### src/rtl/regfile_rd_pkg.sv
// Shared types and constants for the register-file operand-fetch stage.
// Widths here are the defaults; the stage and snoop can be re-parameterized.
package regfile_rd_pkg;

   localparam int NR_RD_PORTS    = 2;
   localparam int NR_WB_PORTS    = 2;
   localparam int DEF_DATA_WIDTH = 32;
   localparam int DEF_ADDR_WIDTH = 5;

   typedef logic [DEF_DATA_WIDTH-1:0] operand_t;

   typedef struct packed {
      logic                      we;
      logic [DEF_ADDR_WIDTH-1:0] waddr;
      operand_t                  wdata;
   } wb_port_t;

endpackage

### src/rtl/regfile_wb_snoop.sv
// Combinational write-back snoop for one operand: returns the operand value
// updated by this cycle's writes (port 1 wins), with register 0 pinned to zero.
module regfile_wb_snoop
   import regfile_rd_pkg::*;
#(
   parameter int  ADDR_WIDTH    = DEF_ADDR_WIDTH,
   parameter int  DATA_WIDTH    = DEF_DATA_WIDTH,
   parameter bit  ZERO_REG_ZERO = 1'b1,
   parameter type wb_t          = wb_port_t
) (
   input  logic [ADDR_WIDTH-1:0] addr,
   input  logic [DATA_WIDTH-1:0] cur,
   input  wb_t                   wb0,
   input  wb_t                   wb1,
   output logic                  hit,
   output logic [DATA_WIDTH-1:0] upd
);

   logic is_zero;
   logic hit0;
   logic hit1;

   assign is_zero = ZERO_REG_ZERO && (addr == '0);
   assign hit0    = wb0.we && (wb0.waddr == addr);
   assign hit1    = wb1.we && (wb1.waddr == addr);

   always_comb begin
      hit = 1'b0;
      upd = cur;
      if (is_zero) begin
         upd = '0;
      end else if (hit1) begin
         hit = 1'b1;
         upd = wb1.wdata;
      end else if (hit0) begin
         hit = 1'b1;
         upd = wb0.wdata;
      end
   end

endmodule

### src/rtl/regfile_read_stage.sv
// Operand-fetch stage behind a 1-cycle BRAM register file: S1 waits for the
// read, S2 is the output register; writes are forwarded into every stage.
module regfile_read_stage
   import regfile_rd_pkg::*;
#(
   parameter int  DATA_WIDTH    = 32,
   parameter int  NUM_WORDS     = 32,
   parameter bit  ZERO_REG_ZERO = 1'b1,
   parameter int  TAG_WIDTH     = 8,
   localparam int ADDR_WIDTH    = $clog2(NUM_WORDS)
) (
   input  logic                                   clk_i,
   input  logic                                   rst_ni,
   input  logic                                   flush_i,
   input  logic                                   req_valid_i,
   output logic                                   req_ready_o,
   input  logic [NR_RD_PORTS-1:0][ADDR_WIDTH-1:0] req_raddr_i,
   input  logic [TAG_WIDTH-1:0]                   req_tag_i,
   output logic [NR_RD_PORTS-1:0][ADDR_WIDTH-1:0] rf_raddr_o,
   input  logic [NR_RD_PORTS-1:0][DATA_WIDTH-1:0] rf_rdata_i,
   input  logic [NR_WB_PORTS-1:0]                 wb_we_i,
   input  logic [NR_WB_PORTS-1:0][ADDR_WIDTH-1:0] wb_waddr_i,
   input  logic [NR_WB_PORTS-1:0][DATA_WIDTH-1:0] wb_wdata_i,
   output logic                                   out_valid_o,
   input  logic                                   out_ready_i,
   output logic [NR_RD_PORTS-1:0][DATA_WIDTH-1:0] out_data_o,
   output logic [TAG_WIDTH-1:0]                   out_tag_o
);

   typedef struct packed {
      logic                  we;
      logic [ADDR_WIDTH-1:0] waddr;
      logic [DATA_WIDTH-1:0] wdata;
   } wb_t;

   wb_t [NR_WB_PORTS-1:0] wb;

   // S1: read in flight
   logic                                   s1_valid;
   logic [NR_RD_PORTS-1:0][ADDR_WIDTH-1:0] s1_addr;
   logic [TAG_WIDTH-1:0]                   s1_tag;
   logic [NR_RD_PORTS-1:0]                 s1_fwd;
   logic [NR_RD_PORTS-1:0][DATA_WIDTH-1:0] s1_fwd_data;

   // S2: output register address copy for in-place forwarding
   logic [NR_RD_PORTS-1:0][ADDR_WIDTH-1:0] s2_addr;

   logic                                   s2_free;
   logic                                   s1_adv;
   logic                                   accept;
   logic                                   s2_stall;

   logic [NR_RD_PORTS-1:0]                 acc_hit;
   logic [NR_RD_PORTS-1:0][DATA_WIDTH-1:0] acc_val;
   logic [NR_RD_PORTS-1:0][DATA_WIDTH-1:0] s1_base;
   logic [NR_RD_PORTS-1:0]                 s1_hit;
   logic [NR_RD_PORTS-1:0][DATA_WIDTH-1:0] s1_op;
   logic [NR_RD_PORTS-1:0]                 s2_hit;
   logic [NR_RD_PORTS-1:0][DATA_WIDTH-1:0] s2_op;

   for (genvar p = 0; p < NR_WB_PORTS; p++) begin : g_wb
      assign wb[p] = {wb_we_i[p], wb_waddr_i[p], wb_wdata_i[p]};
   end

   assign s2_free     = !out_valid_o || out_ready_i;
   assign s1_adv      = s1_valid && s2_free;
   assign req_ready_o = !flush_i && (!s1_valid || s1_adv);
   assign accept      = req_valid_i && req_ready_o;
   assign s2_stall    = out_valid_o && !out_ready_i;
   assign rf_raddr_o  = req_raddr_i;

   for (genvar k = 0; k < NR_RD_PORTS; k++) begin : g_op
      // Accept cycle: the BRAM returns pre-write data on a collision
      regfile_wb_snoop #(
         .ADDR_WIDTH   (ADDR_WIDTH),
         .DATA_WIDTH   (DATA_WIDTH),
         .ZERO_REG_ZERO(ZERO_REG_ZERO),
         .wb_t         (wb_t)
      ) u_acc (
         .addr(req_raddr_i[k]),
         .cur ('0),
         .wb0 (wb[0]),
         .wb1 (wb[1]),
         .hit (acc_hit[k]),
         .upd (acc_val[k])
      );

      assign s1_base[k] = s1_fwd[k] ? s1_fwd_data[k] : rf_rdata_i[k];

      regfile_wb_snoop #(
         .ADDR_WIDTH   (ADDR_WIDTH),
         .DATA_WIDTH   (DATA_WIDTH),
         .ZERO_REG_ZERO(ZERO_REG_ZERO),
         .wb_t         (wb_t)
      ) u_s1 (
         .addr(s1_addr[k]),
         .cur (s1_base[k]),
         .wb0 (wb[0]),
         .wb1 (wb[1]),
         .hit (s1_hit[k]),
         .upd (s1_op[k])
      );

      regfile_wb_snoop #(
         .ADDR_WIDTH   (ADDR_WIDTH),
         .DATA_WIDTH   (DATA_WIDTH),
         .ZERO_REG_ZERO(ZERO_REG_ZERO),
         .wb_t         (wb_t)
      ) u_s2 (
         .addr(s2_addr[k]),
         .cur (out_data_o[k]),
         .wb0 (wb[0]),
         .wb1 (wb[1]),
         .hit (s2_hit[k]),
         .upd (s2_op[k])
      );
   end

   always_ff @(posedge clk_i or negedge rst_ni) begin
      if (!rst_ni) begin
         s1_valid    <= 1'b0;
         s1_addr     <= '0;
         s1_tag      <= '0;
         s1_fwd      <= '0;
         s1_fwd_data <= '0;
      end else if (flush_i) begin
         s1_valid <= 1'b0;
      end else if (accept) begin
         s1_valid    <= 1'b1;
         s1_addr     <= req_raddr_i;
         s1_tag      <= req_tag_i;
         s1_fwd      <= acc_hit;
         s1_fwd_data <= acc_val;
      end else if (s1_adv) begin
         s1_valid <= 1'b0;
      end else if (s1_valid) begin
         // Stalled: rf_rdata_i is only good for one cycle, so latch the operand
         for (int k = 0; k < NR_RD_PORTS; k++) begin
            if (!s1_fwd[k] || s1_hit[k]) begin
               s1_fwd[k]      <= 1'b1;
               s1_fwd_data[k] <= s1_op[k];
            end
         end
      end
   end

   always_ff @(posedge clk_i or negedge rst_ni) begin
      if (!rst_ni) begin
         out_valid_o <= 1'b0;
         out_data_o  <= '0;
         out_tag_o   <= '0;
         s2_addr     <= '0;
      end else begin
         if (s1_adv) begin
            out_data_o <= s1_op;
            out_tag_o  <= s1_tag;
            s2_addr    <= s1_addr;
         end else if (s2_stall) begin
            for (int k = 0; k < NR_RD_PORTS; k++) begin
               if (s2_hit[k]) out_data_o[k] <= s2_op[k];
            end
         end

         if (flush_i)          out_valid_o <= 1'b0;
         else if (s1_adv)      out_valid_o <= 1'b1;
         else if (out_ready_i) out_valid_o <= 1'b0;
      end
   end

endmodule

### config.mk
export PLATFORM = sky130hd
export DESIGN_NAME = regfile_read_stage
export DESIGN_NICKNAME = d
export VERILOG_FILES = /design/src/rtl/regfile_rd_pkg.sv /design/src/rtl/regfile_wb_snoop.sv /design/src/rtl/regfile_read_stage.sv
export SDC_FILE = /design/constraint.sdc
export NUM_CORES = 1
export LEC_CHECK = 0
export ABC_AREA = 1
export CAP_MARGIN = 20
export CORE_MARGIN = 4
export CORE_UTILIZATION = 45
export CTS_CLUSTER_SIZE = 10
export DETAILED_ROUTE_END_ITERATION = 10
export DONT_BUFFER_PORTS = 1
export PLACE_DENSITY = 0.63
export SLEW_MARGIN = 40
export SYNTH_ARGS = -nofsm -noshare
export SYNTH_HDL_FRONTEND = slang
export SYNTH_SLANG_ARGS = --single-unit
### constraint.sdc
create_clock -name clk_i -period 2.4 [get_ports clk_i]
set_clock_uncertainty 0.05 [all_clocks]
set_input_delay 0.72 -clock clk_i [delete_from_list [all_inputs] [get_ports clk_i]]
set_output_delay 0.72 -clock clk_i [all_outputs]
set_load 0.05 [all_outputs]
==> out/qor.yml <==
drt:
  num_vias: 15900
  dr.pass1.iters: 6
  wl_per_cell_um: 23.0
  drc: 0
  drt_wl_total_um: 60700
  vias_per_cell: 6.01
  ant_nets: 0
  initialDrtViolationCount: 2187
sta:
  setup_viol: 0
  post-route-min-period_ps: 2190
  drv_slew: 0
  finalSetupTns_ps: 0
  slew_headroom_pct: 59.4
  hold_viol_final: 131
  grt_setup_unrepaired: "no"
  fmax_mhz: 456
  worst_hold_slack_ps: -91.8
  final.period_utilization_pct: 91.4
  worst_pin_slew_ps: 608
finish:
  n_fill_cell: 3188
  areaGrowthSynthToFinish_pct: 7.96
  finalNetCount: 2400
  layout_commonest_cell: "nand2_1"
  antenna_cells: 0
  drive_gt1_share_pct: 6.31
  layout.cells.non_filler: 2640
  layout_common_cells: "724 x nand2_1, 409 x nand3_1, 401 x nor2_1, 168 x dfrtp_1, 115 x inv_1"
power_and_ir_drop:
  p_seq_share_pct: 45.7
  p_leak_nw: 7.54
  p_int_mw: 6.40
  vdd_drop_max_mv: 0.603
  p_clk_share_pct: 24.8
  p_comb_share_pct: 29.6
  p_sw_mw: 5.56
  swShare_pct: 46.5
  total_power_mw: 12.0
  p_per_area_nw_per_um2: 811
clocking:
  cts_resized: 0
  cts_sinks: 168
  cts.reportedPaths.clkPinSlew_ps: 80
  cts_setup_buffers: 0
  h-tree-depth: 4
  cts_root_buffer: "clkbuf_16"
  clock_latency_ps: 460
  tritoncts: "done"
  numCtsBuffers: 17
  clockBufferDepth: 2
global_route:
  antenna_found_initial: 0
  grt_max_degree: 169
  grt_pass1_wl_um: 92100
  grt_pass1_vias: 14200
  grt_overflow: 0
  grt_use_total_pct: 35.6
synthesis:
  synth_area_um2: 13700
  yosys_warnings: 0
  synth_top_family_by_area: "simple AND/OR/NAND/NOR gates"
  synthSimpleGateAreaFrac_pct: 51.8
  ys_async_sr_fraction_pct: 100
  ys.flop_type: "dfrtp_1"
  synthDistinctLibCells: 35
  synthXorXnorAreaFrac_pct: 0.256
  synthTopCellsByArea: "dfrtp_1 31%, nand2_1 20%, nand3_1 15%"
  synth-adder-area-share_pct: 0
  synth_edf_count: 0
  synth_mux_area_share_pct: 0
  synth_fp_nets: 2490
  yosys.area.top_type: "dfrtp_1"
  synth_compound_area_share_pct: 7.40
  yosysTopAreaCellShare_pct: 30.8
  yosysSeqAreaShare_pct: 30.8
  ys_seq_elements: 168
  syn_area_per_cell_um2: 5.87
  synthCells: 2327
placement:
  gp_congestion: 0.977
  port_buffers: 0
  placed_cells: 2608
  dpl.hpwl_um: 42500
die:
  io_pins: 247
  chipWidth_um: 182
  row_count: 63
  dieHeight_um: 182
  start_util_pct: 45.8
  dieArea_um2: 33200
  design.core.area_um2: 29800
run_status:
  outcome: "complete, but fails checks"
  failed_checks: "negative hold slack"
critical_path:
  worstPathRequired_ps: 1630
  end_kind: "output port"
  crit_fanout: 3
  crit_type: "reg -> out"
  worstPathArrival_ps: 1420
  r2r_cells: 12
  critPathLaunchType: "flop"
job:
  max_cap_viol_count: 0
min_path:
  min_path_type: "in -> async"
==> synthesized netlist by cell type, types with 2 or more instances <==
cell,number
nor3_1,6
nand2_2,8
nand3b_1,11
clkbuf_1,82
inv_2,12
o22ai_1,8
nor3_2,2
buf_6,9
nand2_1,724
inv_1,116
dfrtp_1,168
nor2_2,2
o21ai_0,73
xor2_1,3
nand4_1,74
a21oi_1,102
nand3_2,2
buf_2,60
nor2_1,406
buf_4,14
nand3_1,412
o21ai_1,9
buf_1,11
nor2_4,2
==> area by class of cell <==
type / instances / area [um^2] / share of cell area (%)
repair buffers: 67 / 803 / 5.45
multi-input cells: 1855 / 8170 / 55.4
flip-flops and latches: 168 / 4200 / 28.5
inverters: 128 / 480 / 3.26
well taps: 390 / 488 / 3.31
clock inverters: 14 / 161 / 1.09
clock buffers: 18 / 439 / 2.98
==> critical path, cell delays in order, from the launching register on <==
cell	delay [ps]
dfrtp_1	480
nand2_1	130
nand2_1	130
inv_1	60
buf_4	180
==> through the flow <==
| stage | worst slack, ps | utilization [%] | area, um^2 | hold WS, ps |
|---|---|---|---|---|
| 2_1_floorplan | 295 | - | 13700 | 374 |
| 5_1_grt | 94.2 | 49.5 | 14700 | -111 |
| 3_3_place_gp | 203 | 47.5 | 14100 | 385 |
| 6_report | 207 | 49.5 | 14700 | -91.8 |
| 3_5_place_dp | 176 | 47.5 | 14100 | 384 |
| 4_1_cts | 178 | 49.5 | 14700 | -103 |
==> path summary, 6_finish.rpt <==
check	from	end	slack, ps
setup / recovery	s1_valid	req_ready_o	210
hold / removal	rst_ni	s2_addr[9]	-90
setup reg to reg	out_valid_o	out_data_o[61]	390
hold reg to reg	s1_tag[0]	s1_tag[0]	430
max in group asynchronous	rst_ni	out_tag_o[6]	2000
min in group clk_i	flush_i	out_valid_o	280
==> registers in the layout, summed over array words and instances, names as in the netlist <==
signal	count
out_data_o	64
s1_fwd_data	64
s1_addr	10
s2_addr	10
out_tag_o	8
s1_tag	8
s1_fwd	2
out_valid_o	1
s1_valid	1
==> cells by family after synthesis <==
family	Yosys count
DFF	168
and+or+nand+nor	1655
buffers and inverters	304
xor gates and xnor gates	4
AOI/OAI and AO/OA	196
==> metal layers <==
layer	vias up	part of all wire [%]	global-route usage (%)
met4	0	2.4	8.17
met3	89	15	11.2
met5	-	0	0
met1	7351	44	55.2
met2	1080	39	47.8
li1	7345	-	-
==> power groups by stage <==
stage	combinational, mW	clock [mW]	sequential (mW)
floorplan	2.66	0	5.23
global placement	3.40	0	5.50
detailed placement	3.45	0	5.50
CTS	3.47	2.98	5.45
global route	3.99	3.09	5.54
finish	3.54	2.96	5.46
Power figures use the tool's default switching activity.
